### src/rtl/bcd_countdown_timer_p.sv
// bcd_countdown_timer_p
// Parametrised BCD countdown / count-up timer (MM:SS, optionally HH:MM:SS).
// Digits are entered one at a time through `in` while `load` is high, and
// the entered value is normalised when load is released. Counting then
// advances once per prescaled tick, either down to zero or up to the preset.
// All count arithmetic is done per 4-bit BCD digit.

module bcd_countdown_timer_p #(
    parameter int TICK_DIV  = 1,
    parameter int HAS_HOURS = 0,
    parameter int NDIG      = 4 + 2 * HAS_HOURS
) (
    input  logic              clk,
    input  logic              rst,
    input  logic              enablen,
    input  logic              load,
    input  logic [3:0]        in,
    input  logic              mode,
    input  logic              auto_reload,
    output logic [4*NDIG-1:0] digits,
    output logic              running,
    output logic              finished
);

    localparam int DW = 4 * NDIG;
    localparam int PW = (TICK_DIV > 1) ? $clog2(TICK_DIV) : 1;
    localparam logic [PW-1:0] PRESC_LAST = PW'(TICK_DIV - 1);

    // Largest legal value of digit position idx: tens of seconds and tens
    // of minutes stop at 5, every other position (units, hours) at 9.
    function automatic logic [3:0] digit_max(input int idx);
        logic [3:0] lim;
        case (idx)
            1, 3:    lim = 4'd5;
            default: lim = 4'd9;
        endcase
        return lim;
    endfunction

    // Entered digits above 9 are stored as 9.
    function automatic logic [3:0] clamp_digit(input logic [3:0] d);
        logic [3:0] r;
        if (d > 4'd9) begin
            r = 4'd9;
        end else begin
            r = d;
        end
        return r;
    endfunction

    // Clamp every digit to its positional maximum (tens of sec/min to 5).
    function automatic logic [DW-1:0] normalise(input logic [DW-1:0] v);
        logic [DW-1:0] r;
        logic [3:0]    d;
        r = v;
        for (int i = 0; i < NDIG; i++) begin
            d = v[4*i +: 4];
            if (d > digit_max(i)) begin
                r[4*i +: 4] = digit_max(i);
            end else begin
                r[4*i +: 4] = d;
            end
        end
        return r;
    endfunction

    // Shift a new digit into position 0; the top digit falls off.
    function automatic logic [DW-1:0] shift_in(input logic [DW-1:0] v,
                                               input logic [3:0]    d);
        return {v[DW-5:0], clamp_digit(d)};
    endfunction

    // BCD decrement with borrow rippling through positional moduli.
    function automatic logic [DW-1:0] bcd_dec(input logic [DW-1:0] v);
        logic [DW-1:0] r;
        logic [3:0]    d;
        logic          borrow;
        r      = v;
        borrow = 1'b1;
        for (int i = 0; i < NDIG; i++) begin
            d = v[4*i +: 4];
            if (!borrow) begin
                r[4*i +: 4] = d;
            end else if (d == 4'd0) begin
                r[4*i +: 4] = digit_max(i);
                borrow      = 1'b1;
            end else begin
                r[4*i +: 4] = d - 4'd1;
                borrow      = 1'b0;
            end
        end
        return r;
    endfunction

    // BCD increment with carry; with hours present the top saturates at 99.
    function automatic logic [DW-1:0] bcd_inc(input logic [DW-1:0] v);
        logic [DW-1:0] r;
        logic [3:0]    d;
        logic          carry;
        r     = v;
        carry = 1'b1;
        for (int i = 0; i < NDIG; i++) begin
            d = v[4*i +: 4];
            if (!carry) begin
                r[4*i +: 4] = d;
            end else if (d >= digit_max(i)) begin
                r[4*i +: 4] = 4'd0;
                carry       = 1'b1;
            end else begin
                r[4*i +: 4] = d + 4'd1;
                carry       = 1'b0;
            end
        end
        if (carry && (HAS_HOURS != 0)) begin
            r = v;
        end else begin
            r = r;
        end
        return r;
    endfunction

    logic [DW-1:0] preset_r, preset_s;
    logic [DW-1:0] digits_r, digits_s;
    logic [PW-1:0] presc_r, presc_s;
    logic          finished_r, finished_s;
    logic          running_r, running_s;
    logic          mode_r, mode_s;
    logic          load_d_r, load_d_s;
    logic          tick_s;
    logic [DW-1:0] step_s;
    logic [DW-1:0] norm_s;

    // Next-state logic: load > release > tick, enablen freezes the rest.
    always_comb begin
        preset_s   = preset_r;
        digits_s   = digits_r;
        presc_s    = presc_r;
        finished_s = finished_r;
        mode_s     = mode_r;
        load_d_s   = load_d_r;
        norm_s     = normalise(preset_r);
        step_s     = mode_r ? bcd_inc(digits_r) : bcd_dec(digits_r);
        tick_s     = (presc_r == PRESC_LAST) && (!finished_r || auto_reload);

        if (load) begin
            preset_s   = shift_in(preset_r, in);
            digits_s   = shift_in(preset_r, in);
            finished_s = 1'b0;
            presc_s    = {PW{1'b0}};
            load_d_s   = 1'b1;
        end else if (load_d_r) begin
            // First cycle after entry: clean up the preset and start.
            preset_s   = norm_s;
            mode_s     = mode;
            digits_s   = mode ? {DW{1'b0}} : norm_s;
            finished_s = (norm_s == {DW{1'b0}});
            presc_s    = {PW{1'b0}};
            load_d_s   = 1'b0;
        end else if (!enablen) begin
            if (presc_r == PRESC_LAST) begin
                presc_s = {PW{1'b0}};
            end else begin
                presc_s = presc_r + PW'(1);
            end
            if (tick_s && finished_r) begin
                // Auto-reload one tick after the terminal value.
                digits_s   = mode_r ? {DW{1'b0}} : preset_r;
                finished_s = 1'b0;
            end else if (tick_s) begin
                digits_s   = step_s;
                finished_s = mode_r ? (step_s == preset_r)
                                    : (step_s == {DW{1'b0}});
            end else begin
                digits_s   = digits_r;
                finished_s = finished_r;
            end
        end else begin
            presc_s  = presc_r;
            digits_s = digits_r;
        end

        // Uses the upcoming finished value so a zero preset never
        // shows a spurious running pulse on the release edge.
        running_s = ~load & ~enablen & ~(finished_s & ~auto_reload);
    end

    // State register with synchronous active-low reset.
    always_ff @(posedge clk) begin
        if (!rst) begin
            preset_r   <= {DW{1'b0}};
            digits_r   <= {DW{1'b0}};
            presc_r    <= {PW{1'b0}};
            finished_r <= 1'b0;
            running_r  <= 1'b0;
            mode_r     <= 1'b0;
            load_d_r   <= 1'b0;
        end else begin
            preset_r   <= preset_s;
            digits_r   <= digits_s;
            presc_r    <= presc_s;
            finished_r <= finished_s;
            running_r  <= running_s;
            mode_r     <= mode_s;
            load_d_r   <= load_d_s;
        end
    end

    assign digits   = digits_r;
    assign running  = running_r;
    assign finished = finished_r;

endmodule

### config.mk
export PLATFORM = sky130hd
export DESIGN_NAME = bcd_countdown_timer_p
export DESIGN_NICKNAME = d
export VERILOG_FILES = /design/src/rtl/bcd_countdown_timer_p.sv
export SDC_FILE = /design/constraint.sdc
export NUM_CORES = 1
export LEC_CHECK = 0
export BUFFER_PORTS_ARGS = -buffer_cell sky130_fd_sc_hd__buf_2
export CAP_MARGIN = 30
export CORE_MARGIN = 2
export CORE_UTILIZATION = 56
export DETAILED_ROUTE_END_ITERATION = 8
export GPL_TIMING_DRIVEN = 1
export PLACE_DENSITY = 0.87
export SLEW_MARGIN = 20
export SYNTH_ARGS = -nofsm -noshare
export SYNTH_HDL_FRONTEND = slang
export SYNTH_SLANG_ARGS = --single-unit
export TNS_END_PERCENT = 30
### constraint.sdc
create_clock -name clk -period 5.9 [get_ports clk]
set_input_delay 1.18 -clock clk [delete_from_list [all_inputs] [get_ports clk]]
set_output_delay 1.18 -clock clk [all_outputs]
set_load 0.05 [all_outputs]
==> results of run 1 <==
[Yosys cell counts (3+ instances only)]
cell / n
sky130_fd_sc_hd__a31oi_1: 13
sky130_fd_sc_hd__dfxtp_1: 36
sky130_fd_sc_hd__nor2b_1: 15
sky130_fd_sc_hd__and3_1: 10
sky130_fd_sc_hd__inv_1: 18
sky130_fd_sc_hd__a21o_1: 3
sky130_fd_sc_hd__o41ai_1: 4
sky130_fd_sc_hd__nand2b_1: 4
sky130_fd_sc_hd__buf_2: 5
sky130_fd_sc_hd__or3b_2: 3
sky130_fd_sc_hd__ha_1: 13
sky130_fd_sc_hd__buf_6: 3
sky130_fd_sc_hd__nand2_1: 34
sky130_fd_sc_hd__a2111oi_0: 3
sky130_fd_sc_hd__o22ai_1: 3
sky130_fd_sc_hd__nand3_1: 17
sky130_fd_sc_hd__o2111ai_1: 9
sky130_fd_sc_hd__nor3_1: 16
sky130_fd_sc_hd__a21oi_1: 29
sky130_fd_sc_hd__nand3b_1: 3
sky130_fd_sc_hd__o21bai_1: 3
sky130_fd_sc_hd__and2_1: 10
sky130_fd_sc_hd__nor4_1: 7
sky130_fd_sc_hd__a311oi_1: 3
sky130_fd_sc_hd__xor2_1: 6
sky130_fd_sc_hd__nor2_1: 29
sky130_fd_sc_hd__a21boi_0: 5
sky130_fd_sc_hd__nand4_1: 9
sky130_fd_sc_hd__mux2i_1: 7
sky130_fd_sc_hd__o31ai_1: 3
sky130_fd_sc_hd__o211a_1: 14
sky130_fd_sc_hd__a22oi_1: 8
sky130_fd_sc_hd__xnor2_1: 6
sky130_fd_sc_hd__o32ai_1: 4
sky130_fd_sc_hd__clkbuf_1: 36
sky130_fd_sc_hd__o211ai_1: 7
sky130_fd_sc_hd__o21ai_0: 26
sky130_fd_sc_hd__or3_1: 6
[worst register-to-register path, cell delays in order, from the launching register on]
cell and delay, ns:
sky130_fd_sc_hd__dfxtp_1 0.53, sky130_fd_sc_hd__inv_1 0.13, sky130_fd_sc_hd__ha_1 0.30, sky130_fd_sc_hd__nand2b_1 0.20
sky130_fd_sc_hd__a21oi_1 0.26, sky130_fd_sc_hd__or3_1 0.56, sky130_fd_sc_hd__a21o_1 0.24, sky130_fd_sc_hd__a2111o_1 0.39
sky130_fd_sc_hd__or4b_1 0.53, sky130_fd_sc_hd__o31ai_1 0.33, sky130_fd_sc_hd__and3_1 0.21
[how the worst min path moves through the flow]
stage	to	slack (ns)	cells after the start
5_1_grt	preset_r[13]	0.65	2
3_5_place_dp	preset_r[13]	0.58	2
6_report	preset_r[15]	0.60	2
3_3_place_gp	preset_r[13]	0.56	2
2_1_floorplan	preset_r[13]	0.50	2
4_1_cts	preset_r[13]	0.59	2
[area by class of cell]
cell class | instances | share of cell area (%)
well taps | 75 | 2.63
multi-input cells | 368 | 68.4
flip-flops and latches | 36 | 20.2
repair buffers | 29 | 4.20
clock buffers | 7 | 2.70
inverters | 18 | 1.89
[metrics by stage]
stage	power, W	hold WS (ns)	setup slack [ns]	cell area, um2	utilization (%)
floorplan	0.000535	0.501	2.37	3430	-
global placement	0.000597	0.563	2.39	3480	58.7
detailed placement	0.000602	0.580	2.26	3480	58.7
CTS	0.000790	0.589	2.24	3570	60.4
global route	0.000835	0.649	2.00	3570	60.4
finish	0.000798	0.605	2.18	3570	60.4
[power by group through the flow]
stage | Sequential, W | Combinational, W | Clock (W)
after floorplan | 0.000308 | 0.000227 | 0
after global placement | 0.000294 | 0.000303 | 0
after detailed placement | 0.000296 | 0.000306 | 0
after CTS | 0.000290 | 0.000308 | 0.000192
after global routing | 0.000295 | 0.000340 | 0.000201
final | 0.000292 | 0.000316 | 0.000191
[logic make-up after synthesis]
family	Yosys count
AND/OR/NAND/NOR	178
AO/OA/AOI/OAI	158
buffers and inverters	63
flip-flops	36
adder cells (fa/ha/maj)	13
XOR/XNOR	12
multiplexers	7
[routing by layer]
layer	part of all wire, %	up-vias	track usage (%)
met1	42	1655	42.1
met4	1.9	0	8.17
met3	10	31	4.46
met2	45	272	46.9
li1	-	1736	-
met5	0	-	0
[sequential cells by signal, indices dropped and copies added (netlist names)]
register,count
digits,16
mode_r,1
load_d_r,1
preset_r,16
running,1
finished,1
==> impl_metrics.xml, run 1 <==
<?xml version="1.0" encoding="UTF-8"?>
<metrics>
  <group name="die">
    <metric name="core-area" unit="um2">5920</metric>
    <metric name="start_util" unit="%">57.9</metric>
    <metric name="die_area" unit="um2">6770</metric>
    <metric name="floorplan.io_pins" unit="">28</metric>
    <metric name="cell_rows" unit="">28</metric>
    <metric name="die_x" unit="um">82.3</metric>
    <metric name="die_h" unit="um">82.3</metric>
  </group>
  <group name="min_path">
    <metric name="hp-start" unit="">preset_r[15]</metric>
    <metric name="hold_path_class" unit="">flop to flop</metric>
  </group>
  <group name="grt">
    <metric name="first_global_vias" unit="">3094</metric>
    <metric name="grt_overflow_total" unit="">0</metric>
    <metric name="grt_max_degree" unit="">38</metric>
    <metric name="grt_first_pass_wirelength" unit="mm">15.7</metric>
    <metric name="grt_antenna_before_repair" unit="">0</metric>
    <metric name="globalRouteTotalUtil" unit="%">29.8</metric>
  </group>
  <group name="power_and_ir_drop">
    <metric name="peakVddDrop" unit="mV">0.186</metric>
    <metric name="power.share.combinational" unit="%">39.6</metric>
    <metric name="cellInternalPower" unit="W">0.000475</metric>
    <metric name="seq_power_share" unit="%">36.6</metric>
    <metric name="p_per_area" unit="nW/um2">223</metric>
    <metric name="power_switching" unit="W">0.000323</metric>
    <metric name="p_leak" unit="nW">1.51</metric>
    <metric name="p_sw_share" unit="%">40.5</metric>
    <metric name="share_clk_of_total_power" unit="%">23.9</metric>
  </group>
  <group name="synthesis">
    <metric name="share_of_flip_flops_with_an_asynchronous_set_or_reset" unit="%">0</metric>
    <metric name="synth_fp_nets" unit="">490</metric>
    <metric name="synth_compound_gate_area_share" unit="%">33.1</metric>
    <metric name="number_of_synthesis_warnings" unit="">0</metric>
    <metric name="number_of_instances_in_the_synthesized_netlist" unit="">467</metric>
    <metric name="synthFlopType" unit="">sky130_fd_sc_hd__dfxtp_1</metric>
    <metric name="post-synth-top-area-cell" unit="">sky130_fd_sc_hd__dfxtp_1</metric>
    <metric name="synth_edf_count" unit="">0</metric>
    <metric name="post_synth_and_or_nand_nor_area_fraction" unit="%">28.2</metric>
    <metric name="combinational_family_with_the_most_area_after_synthesis" unit="">compound AO/OA/AOI/OAI gates</metric>
    <metric name="synth_area" unit="um2">3430</metric>
    <metric name="synthTopCellsByArea" unit="">sky130_fd_sc_hd__dfxtp_1, sky130_fd_sc_hd__ha_1, sky130_fd_sc_hd__a21oi_1</metric>
    <metric name="yosys-mux-area-fraction" unit="%">2.04</metric>
    <metric name="syn_area_per_cell" unit="um2">7.35</metric>
    <metric name="yosysTopAreaCellShare" unit="%">21.0</metric>
    <metric name="area_share_of_xor_xnor_cells_in_the_synthesized_design" unit="%">3.06</metric>
    <metric name="yosys_register_bits" unit="">36</metric>
    <metric name="synth.yosys.seq_area_share" unit="%">21.0</metric>
    <metric name="yosysUniqueCellTypes" unit="">68</metric>
    <metric name="synthAdderAreaFrac" unit="%">4.74</metric>
  </group>
  <group name="placement">
    <metric name="gp_congestion" unit="">0.977</metric>
    <metric name="place.detailed.instances" unit="">526</metric>
    <metric name="place.detailed.hpwl" unit="mm">7.21</metric>
    <metric name="count_of_input_and_output_buffers" unit="">27</metric>
  </group>
  <group name="critical_path">
    <metric name="cp_top_delay_family" unit="">simple AND/OR/NAND/NOR gates</metric>
    <metric name="crit-reg2reg-launch" unit="">digits[4]</metric>
    <metric name="critical_path.endpoint" unit="">finished</metric>
    <metric name="crit_path_end_kind" unit="">flop</metric>
    <metric name="r2r_end" unit="">finished</metric>
    <metric name="worst-endpoint-required" unit="ns">6.13</metric>
    <metric name="crit_path_max_incr_delay" unit="ns">0.56</metric>
    <metric name="critical_path_cell_count" unit="">10</metric>
    <metric name="worstSetupStartpoint" unit="">digits[4]</metric>
    <metric name="worst_r2r_path_depth" unit="">10</metric>
    <metric name="worst_path_max_delay_cell" unit="">sky130_fd_sc_hd__or3_1</metric>
    <metric name="path_cells" unit="">inv_1, ha_1, nand2b_1, a21oi_1, or3_1, a21o_1, a2111o_1, or4b_1, o31ai_1, and3_1</metric>
    <metric name="cp.arrival" unit="ns">3.96</metric>
    <metric name="worst-path-max-fanout" unit="">11</metric>
    <metric name="r2r_slack" unit="ns">2.18</metric>
    <metric name="timing.setup.critical_path_class" unit="">flop to flop</metric>
    <metric name="worst_setup_path_start_kind" unit="">flop</metric>
    <metric name="worstPathBufferInverterCount" unit="">1</metric>
  </group>
  <group name="sta">
    <metric name="fin_worst_skew" unit="ns">0.00873</metric>
    <metric name="timing.final.setup_violations" unit="">0</metric>
    <metric name="hold_violations" unit="">0</metric>
    <metric name="post-route-period-util" unit="%">63.1</metric>
    <metric name="finalMaxSlewViolations" unit="">0</metric>
    <metric name="post-route-min-period" unit="ns">3.72</metric>
    <metric name="timing_worst_slew_pin_value" unit="ns">0.908</metric>
    <metric name="slew_headroom" unit="%">39.3</metric>
    <metric name="max_freq" unit="GHz">0.269</metric>
    <metric name="timing.setup.tns" unit="ns">0</metric>
    <metric name="rsz0062_at_grt" unit="">no</metric>
  </group>
  <group name="final_layout">
    <metric name="layout.cells.non_filler" unit="">533</metric>
    <metric name="layout.cells.most_common_list" unit="">sky130_fd_sc_hd__dfxtp_1, sky130_fd_sc_hd__nand2_1, sky130_fd_sc_hd__a21oi_1, sky130_fd_sc_hd__nor2_1, sky130_fd_sc_hd__buf_2</metric>
    <metric name="insertedDiodeCount" unit="">0</metric>
    <metric name="area_delta_synth_final" unit="%">4.16</metric>
    <metric name="seq_area" unit="um2">721</metric>
    <metric name="num-fill-cells" unit="">527</metric>
    <metric name="multi_input_area" unit="um2">2440</metric>
    <metric name="share_of_post_route_cells_with_drive_strength_above_1" unit="%">11.1</metric>
    <metric name="final_common_cell" unit="">sky130_fd_sc_hd__dfxtp_1</metric>
    <metric name="nNetsFinal" unit="">481</metric>
  </group>
  <group name="drt">
    <metric name="drt_pre_antenna_iters" unit="">6</metric>
    <metric name="postRouteWirelength" unit="mm">10.0</metric>
    <metric name="drtAntennaViolNets" unit="">0</metric>
    <metric name="initialDrtViolationCount" unit="">464</metric>
    <metric name="post_drt_wl_per_cell" unit="um">18.8</metric>
    <metric name="dr_total_vias" unit="">3694</metric>
    <metric name="post_drt_via_cell_ratio" unit="">6.93</metric>
    <metric name="drcViolationCount" unit="">0</metric>
  </group>
  <group name="clock_tree">
    <metric name="ctsHoldBuffers" unit="">0</metric>
    <metric name="cts_tree" unit="">built</metric>
    <metric name="post-cts-setup-buffer-count" unit="">0</metric>
    <metric name="insertion_delay_of_the_later_clocked_pin_in_the_worst_skew_pair" unit="ns">0.29</metric>
    <metric name="cts.htree.levels" unit="">2</metric>
    <metric name="clock_transition_at_path_regs" unit="ns">0.07</metric>
    <metric name="cts_num_sinks" unit="">36</metric>
    <metric name="cts_root_buffer" unit="">sky130_fd_sc_hd__clkbuf_8</metric>
    <metric name="cts_made_buffers" unit="">5</metric>
    <metric name="cts-root-to-sink-buffers" unit="">2</metric>
    <metric name="cts_resized" unit="">0</metric>
  </group>
  <group name="outcome">
    <metric name="status" unit="">finished, final reports clean</metric>
  </group>
  <group name="job">
    <metric name="cap_viol_max_count" unit="">0</metric>
  </group>
</metrics>
Power figures use the tool's default switching activity.
==> inputs of run 2 (changes only) <==
==> constraint.sdc (replaced) <==
create_clock -name clk -period 3.6 [get_ports clk]
set_input_delay 0.72 -clock clk [delete_from_list [all_inputs] [get_ports clk]]
set_output_delay 0.72 -clock clk [all_outputs]
set_load 0.05 [all_outputs]
==> run 2 against run 1 <==
Design area up 4.3%; routed wire length up 4.4%; highest routed layer unchanged; critical path depth up 1; via count grew 2.5%.
==> impl_metrics.xml, run 2 (synthesized netlist as in run 1, its figures left out) <==
<?xml version="1.0" encoding="UTF-8"?>
<metrics>
  <group name="clock_tree">
    <metric name="clock_transition_at_path_regs" unit="ns">0.08</metric>
    <metric name="cts.htree.levels" unit="">2</metric>
    <metric name="cts_made_buffers" unit="">5</metric>
    <metric name="cts_tree" unit="">built</metric>
    <metric name="insertion_delay_of_the_later_clocked_pin_in_the_worst_skew_pair" unit="ns">0.29</metric>
    <metric name="cts-root-to-sink-buffers" unit="">2</metric>
    <metric name="ctsHoldBuffers" unit="">0</metric>
    <metric name="cts_root_buffer" unit="">sky130_fd_sc_hd__clkbuf_8</metric>
    <metric name="cts_num_sinks" unit="">36</metric>
  </group>
  <group name="power_and_ir_drop">
    <metric name="power.share.combinational" unit="%">43.8</metric>
    <metric name="p_leak" unit="nW">1.61</metric>
    <metric name="cellInternalPower" unit="W">0.000773</metric>
    <metric name="p_per_area" unit="nW/um2">354</metric>
    <metric name="peakVddDrop" unit="mV">0.285</metric>
    <metric name="power_switching" unit="W">0.000547</metric>
    <metric name="share_clk_of_total_power" unit="%">20.9</metric>
    <metric name="p_sw_share" unit="%">41.4</metric>
    <metric name="seq_power_share" unit="%">35.3</metric>
  </group>
  <group name="grt">
    <metric name="grt_antenna_before_repair" unit="">0</metric>
    <metric name="grt_max_degree" unit="">38</metric>
    <metric name="first_global_vias" unit="">3427</metric>
    <metric name="globalRouteTotalUtil" unit="%">31.8</metric>
    <metric name="grt_overflow_total" unit="">0</metric>
    <metric name="grt_first_pass_wirelength" unit="mm">16.8</metric>
  </group>
  <group name="die">
    <metric name="start_util" unit="%">57.9</metric>
    <metric name="core-area" unit="um2">5920</metric>
    <metric name="die_x" unit="um">82.3</metric>
    <metric name="cell_rows" unit="">28</metric>
    <metric name="die_h" unit="um">82.3</metric>
    <metric name="die_area" unit="um2">6770</metric>
    <metric name="floorplan.io_pins" unit="">28</metric>
  </group>
  <group name="placement">
    <metric name="place.detailed.hpwl" unit="mm">7.45</metric>
    <metric name="gp_congestion" unit="">0.979</metric>
    <metric name="place.detailed.instances" unit="">543</metric>
    <metric name="count_of_input_and_output_buffers" unit="">27</metric>
  </group>
  <group name="sta">
    <metric name="slew_headroom" unit="%">37.9</metric>
    <metric name="fin_worst_skew" unit="ns">0.00951</metric>
    <metric name="post-route-period-util" unit="%">94.4</metric>
    <metric name="timing.setup.tns" unit="ns">0</metric>
    <metric name="max_freq" unit="GHz">0.294</metric>
    <metric name="finalMaxSlewViolations" unit="">0</metric>
    <metric name="rsz0062_at_grt" unit="">no</metric>
    <metric name="timing_worst_slew_pin_value" unit="ns">0.928</metric>
    <metric name="hold_violations" unit="">0</metric>
    <metric name="post-route-min-period" unit="ns">3.40</metric>
    <metric name="timing.final.setup_violations" unit="">0</metric>
  </group>
  <group name="critical_path">
    <metric name="crit-reg2reg-launch" unit="">digits[1]</metric>
    <metric name="worst_setup_path_start_kind" unit="">flop</metric>
    <metric name="worstSetupStartpoint" unit="">digits[1]</metric>
    <metric name="worst_r2r_path_depth" unit="">11</metric>
    <metric name="crit_path_end_kind" unit="">flop</metric>
    <metric name="worst-endpoint-required" unit="ns">3.83</metric>
    <metric name="cp.arrival" unit="ns">3.63</metric>
    <metric name="worst-path-max-fanout" unit="">10</metric>
    <metric name="timing.setup.critical_path_class" unit="">flop to flop</metric>
  </group>
  <group name="final_layout">
    <metric name="area_delta_synth_final" unit="%">8.61</metric>
    <metric name="nNetsFinal" unit="">501</metric>
    <metric name="share_of_post_route_cells_with_drive_strength_above_1" unit="%">15.1</metric>
    <metric name="final_common_cell" unit="">sky130_fd_sc_hd__dfxtp_1</metric>
    <metric name="seq_area" unit="um2">721</metric>
    <metric name="multi_input_area" unit="um2">2460</metric>
    <metric name="insertedDiodeCount" unit="">0</metric>
    <metric name="num-fill-cells" unit="">547</metric>
    <metric name="fin_util" unit="%">62.9</metric>
    <metric name="layout.cells.most_common_list" unit="">sky130_fd_sc_hd__dfxtp_1, sky130_fd_sc_hd__nand2_1, sky130_fd_sc_hd__a21oi_1, sky130_fd_sc_hd__nor2_1, sky130_fd_sc_hd__buf_2</metric>
    <metric name="layout.cells.non_filler" unit="">553</metric>
  </group>
  <group name="drt">
    <metric name="postRouteWirelength" unit="mm">10.5</metric>
    <metric name="dr_total_vias" unit="">3785</metric>
    <metric name="post_drt_wl_per_cell" unit="um">18.9</metric>
    <metric name="initialDrtViolationCount" unit="">489</metric>
    <metric name="post_drt_via_cell_ratio" unit="">6.84</metric>
    <metric name="drtAntennaViolNets" unit="">0</metric>
    <metric name="drt_pre_antenna_iters" unit="">5</metric>
    <metric name="drcViolationCount" unit="">0</metric>
  </group>
  <group name="min_path">
    <metric name="hold_depth" unit="">2</metric>
    <metric name="hold_path_class" unit="">flop to flop</metric>
    <metric name="hp-start" unit="">preset_r[9]</metric>
  </group>
  <group name="job">
    <metric name="cap_viol_max_count" unit="">0</metric>
  </group>
  <group name="outcome">
    <metric name="status" unit="">finished, final reports clean</metric>
  </group>
</metrics>
==> run 2: cell types whose count changed in the layout (fill, tap and decap cells not counted) <==
cell	delta
sky130_fd_sc_hd__buf_4	+19
sky130_fd_sc_hd__clkbuf_8	-2
sky130_fd_sc_hd__a31oi_1	-1
sky130_fd_sc_hd__a31oi_2	+1
sky130_fd_sc_hd__buf_6	+1
sky130_fd_sc_hd__clkbuf_1	+1
sky130_fd_sc_hd__clkinv_2	+1
sky130_fd_sc_hd__nor3b_1	-1
sky130_fd_sc_hd__nor3b_4	+1
==> run 2: layer usage <==
layer	vias to the layer above	wire length, um	global-route usage [%]
li1	1773	-	-
met4	0	338	12.5
met3	47	1010	6.96
met2	224	4670	47.7
met1	1741	4440	44.2
met5	-	0	0
==> run 2: metrics by stage <==
stage	power, W	setup slack [ns]	cell area, um2	hold WS (ns)
after floorplan	0.000877	0.0715	3430	0.501
after global placement	0.00102	0.336	3600	0.559
after detailed placement	0.00102	0.198	3600	0.582
after CTS	0.00129	0.165	3680	0.593
after global routing	0.00138	0.0184	3730	0.612
final	0.00132	0.202	3730	0.598
==> run 2: repair_timing <==
| action | CTS | global route |
|---|---|---|
| endpoints found under the setup margin | 0 | 2 |
| resized for setup | 0 | 3 |
| buffers inserted | 0 | 2 |
==> run 2: worst paths after layout <==
path             endpoint  slack [ns]
max              finished        0.20
min          preset_r[13]        0.60
max reg2reg      finished        0.20
min reg2reg  preset_r[13]        0.60
==> run 2: worst max-delay path: stages (launching register included) <==
cell	delay (ns)
sky130_fd_sc_hd__dfxtp_1	0.38
sky130_fd_sc_hd__inv_1	0.10
sky130_fd_sc_hd__ha_1	0.32
sky130_fd_sc_hd__nor3b_1	0.51
sky130_fd_sc_hd__buf_4	0.24
sky130_fd_sc_hd__a2111oi_0	0.08
sky130_fd_sc_hd__a2111oi_2	0.73
sky130_fd_sc_hd__nand4_1	0.18
sky130_fd_sc_hd__a2111oi_0	0.37
sky130_fd_sc_hd__a21oi_1	0.13
sky130_fd_sc_hd__o31ai_1	0.11
sky130_fd_sc_hd__and3_1	0.20
==> run 2: power groups by stage <==
stage	logic, W	registers (W)	clock network, W
detailed placement	0.000548	0.000473	0
finish	0.000578	0.000466	0.000276
CTS	0.000552	0.000464	0.000279
global placement	0.000543	0.000472	0
floorplan	0.000373	0.000504	0
global route	0.000622	0.000471	0.000292
==> run 2: final cells by class <==
type,count,area share [%]
tap,75,2.52
multi-input combinational,368,66.1
clock buffer,6,1.95
inverter,18,1.81
sequential,36,19.3
timing repair buffer,49,8.16
clock inverter,1,0.134
==> inputs of run 3 (changes only) <==
--- a/config.mk
+++ b/config.mk
@@ -8,10 +8,10 @@
 export BUFFER_PORTS_ARGS = -buffer_cell sky130_fd_sc_hd__buf_2
 export CAP_MARGIN = 30
 export CORE_MARGIN = 2
-export CORE_UTILIZATION = 56
+export CORE_UTILIZATION = 61
 export DETAILED_ROUTE_END_ITERATION = 8
-export GPL_TIMING_DRIVEN = 1
-export PLACE_DENSITY = 0.87
+export GPL_TIMING_DRIVEN = 0
+export PLACE_DENSITY = 0.93
 export SLEW_MARGIN = 20
 export SYNTH_ARGS = -nofsm -noshare
 export SYNTH_HDL_FRONTEND = slang
==> run 3 against run 2 <==
Core utilization up 5.7 points; design area up 0.84%; register-to-register slack worse by 0.08 ns; combinational power up 2%; power up 2.0%; non-clock buffer count up 21; clock skew down 0.0025 ns; via count up 7.6%; worst hold slack worse by 0.0045 ns; flip-flop and latch count unchanged; critical path type unchanged.
==> impl_metrics.xml, run 3 (synthesized netlist as in run 1, its figures left out) <==
<?xml version="1.0" encoding="UTF-8"?>
<metrics>
  <group name="drt">
    <metric name="post_drt_wl_per_cell" unit="um">20.1</metric>
    <metric name="drt_pre_antenna_iters" unit="">6</metric>
    <metric name="post_drt_via_cell_ratio" unit="">7.12</metric>
    <metric name="postRouteWirelength" unit="mm">11.5</metric>
    <metric name="drtAntennaViolNets" unit="">0</metric>
    <metric name="initialDrtViolationCount" unit="">587</metric>
    <metric name="dr_total_vias" unit="">4074</metric>
    <metric name="drcViolationCount" unit="">0</metric>
  </group>
  <group name="clock_tree">
    <metric name="post-cts-setup-buffer-count" unit="">0</metric>
    <metric name="cts-root-to-sink-buffers" unit="">2</metric>
    <metric name="insertion_delay_of_the_later_clocked_pin_in_the_worst_skew_pair" unit="ns">0.29</metric>
    <metric name="cts_tree" unit="">built</metric>
    <metric name="clock_transition_at_path_regs" unit="ns">0.07</metric>
    <metric name="cts_root_buffer" unit="">sky130_fd_sc_hd__clkbuf_8</metric>
    <metric name="cts.htree.levels" unit="">2</metric>
    <metric name="ctsHoldBuffers" unit="">0</metric>
    <metric name="cts_num_sinks" unit="">36</metric>
    <metric name="cts_resized" unit="">2</metric>
    <metric name="cts_made_buffers" unit="">5</metric>
  </group>
  <group name="critical_path">
    <metric name="cp.arrival" unit="ns">3.72</metric>
    <metric name="crit_path_max_incr_delay" unit="ns">0.58</metric>
    <metric name="worst-endpoint-required" unit="ns">3.84</metric>
    <metric name="crit_path_end_kind" unit="">flop</metric>
    <metric name="path_cells" unit="">inv_1, ha_1, nand2b_1, a21oi_1, clkbuf_2, o41ai_1, a21o_1, a2111o_1, or4b_1, o31ai_2, and3_1</metric>
    <metric name="worst_path_max_delay_cell" unit="">sky130_fd_sc_hd__or4b_1</metric>
    <metric name="worst_setup_path_start_kind" unit="">flop</metric>
    <metric name="timing.setup.critical_path_class" unit="">flop to flop</metric>
    <metric name="worst-path-max-fanout" unit="">10</metric>
  </group>
  <group name="die">
    <metric name="cell_rows" unit="">27</metric>
    <metric name="floorplan.io_pins" unit="">28</metric>
    <metric name="die_area" unit="um2">6240</metric>
    <metric name="die_x" unit="um">79.0</metric>
    <metric name="start_util" unit="%">62.7</metric>
    <metric name="die_h" unit="um">79.0</metric>
    <metric name="core-area" unit="um2">5470</metric>
  </group>
  <group name="power_and_ir_drop">
    <metric name="p_per_area" unit="nW/um2">358</metric>
    <metric name="peakVddDrop" unit="mV">0.286</metric>
    <metric name="p_leak" unit="nW">1.59</metric>
  </group>
  <group name="sta">
    <metric name="fin_worst_skew" unit="ns">0.00700</metric>
    <metric name="finalMaxSlewViolations" unit="">0</metric>
    <metric name="post-route-period-util" unit="%">96.7</metric>
    <metric name="timing.setup.tns" unit="ns">0</metric>
    <metric name="timing.final.setup_violations" unit="">0</metric>
    <metric name="max_freq" unit="GHz">0.287</metric>
    <metric name="slew_headroom" unit="%">47.8</metric>
    <metric name="setup_slack" unit="ns">0.118</metric>
    <metric name="post-route-min-period" unit="ns">3.48</metric>
    <metric name="hold_violations" unit="">0</metric>
    <metric name="timing_worst_slew_pin_value" unit="ns">0.782</metric>
  </group>
  <group name="placement">
    <metric name="dpl-instance-area" unit="um2">3650</metric>
    <metric name="place.detailed.hpwl" unit="mm">8.60</metric>
    <metric name="count_of_input_and_output_buffers" unit="">25</metric>
    <metric name="place.detailed.instances" unit="">564</metric>
    <metric name="preCtsSetupSlack" unit="ns">-0.0787</metric>
    <metric name="gp_congestion" unit="">0.980</metric>
  </group>
  <group name="final_layout">
    <metric name="fin_util" unit="%">68.7</metric>
    <metric name="layout.cells.non_filler" unit="">572</metric>
    <metric name="fin_area" unit="um2">3760</metric>
    <metric name="area_delta_synth_final" unit="%">9.52</metric>
    <metric name="share_of_post_route_cells_with_drive_strength_above_1" unit="%">12.8</metric>
    <metric name="nNetsFinal" unit="">522</metric>
    <metric name="layout.cells.most_common_list" unit="">sky130_fd_sc_hd__clkbuf_1, sky130_fd_sc_hd__nand2_1, sky130_fd_sc_hd__dfxtp_1, sky130_fd_sc_hd__buf_2</metric>
    <metric name="insertedDiodeCount" unit="">0</metric>
    <metric name="final_common_cell" unit="">sky130_fd_sc_hd__clkbuf_1</metric>
  </group>
  <group name="outcome">
    <metric name="status" unit="">finished, final reports clean</metric>
  </group>
  <group name="job">
    <metric name="cap_viol_max_count" unit="">0</metric>
  </group>
  <group name="min_path">
    <metric name="hold_path_class" unit="">flop to flop</metric>
  </group>
  <group name="grt">
    <metric name="grt_overflow_total" unit="">0</metric>
    <metric name="grt_antenna_before_repair" unit="">0</metric>
    <metric name="globalRouteTotalUtil" unit="%">37.1</metric>
    <metric name="grt_first_pass_wirelength" unit="mm">18.5</metric>
    <metric name="grt_max_degree" unit="">12</metric>
    <metric name="first_global_vias" unit="">3697</metric>
  </group>
</metrics>
[run 3: cell types whose count changed in the layout (fill, tap and decap cells not counted), moves of 3 or more]
| cell | before | now |
|---|---|---|
| sky130_fd_sc_hd__clkbuf_1 | 1 | 36 |
| sky130_fd_sc_hd__buf_4 | 21 | 1 |
| sky130_fd_sc_hd__dfxtp_1 | 36 | 31 |
| sky130_fd_sc_hd__dfxtp_2 | 0 | 5 |
| sky130_fd_sc_hd__buf_2 | 27 | 30 |
[run 3: stage by stage]
step / total power [W] / hold slack (ns)
CTS: 0.00132 / 0.579
finish: 0.00135 / 0.593
detailed placement: 0.00102 / 0.567
global placement: 0.00100 / 0.551
floorplan: 0.000877 / 0.501
global route: 0.00140 / 0.612
[run 3: layer usage]
| metal | global-route usage (%) | wire [um] | vias up |
|---|---|---|---|
| met1 | 47.8 | 4370 | 1867 |
| met4 | 17.1 | 536 | 0 |
| met3 | 5.11 | 1230 | 59 |
| li1 | - | - | 1825 |
| met2 | 61.2 | 5380 | 323 |
| met5 | 0 | 0 | - |
[run 3: where the power goes]
part | leakage [nW] | switching (W) | internal, W
Combinational | 1.25 | 0.000386 | 0.000206
Sequential | 0.296 | 0.0000299 | 0.000421
Clock | 0.0455 | 0.000148 | 0.000156
Total | 1.59 | 0.000564 | 0.000782
[run 3: final timing paths]
kind,start,endpoint,slack [ns],depth (start not counted)
worst min register to register,digits[9],digits[9],0.59,1
worst max-delay path,digits[5],finished,0.12,11
worst min-delay path,digits[9],digits[9],0.59,1
worst max register to register,digits[5],finished,0.12,11
[run 3: cell type report]
type | instances | area [um2]
Multi-Input combinational cell | 368 | 2450
Tap cell | 72 | 90.1
Inverter | 18 | 67.6
Timing Repair Buffer | 25 | 125
Clock buffer | 8 | 90.1
Sequential cell | 36 | 727
Buffer | 45 | 204
Fill cell | 474 | 1720
[run 3: critical path: cells and delay by family (launching register included)]
kind | cells | cell delay (ns)
flops | 1 | 0.42
buf+inv | 2 | 0.40
fa+ha+maj | 1 | 0.21
compound gates | 5 | 1.41
simple gates | 3 | 0.99
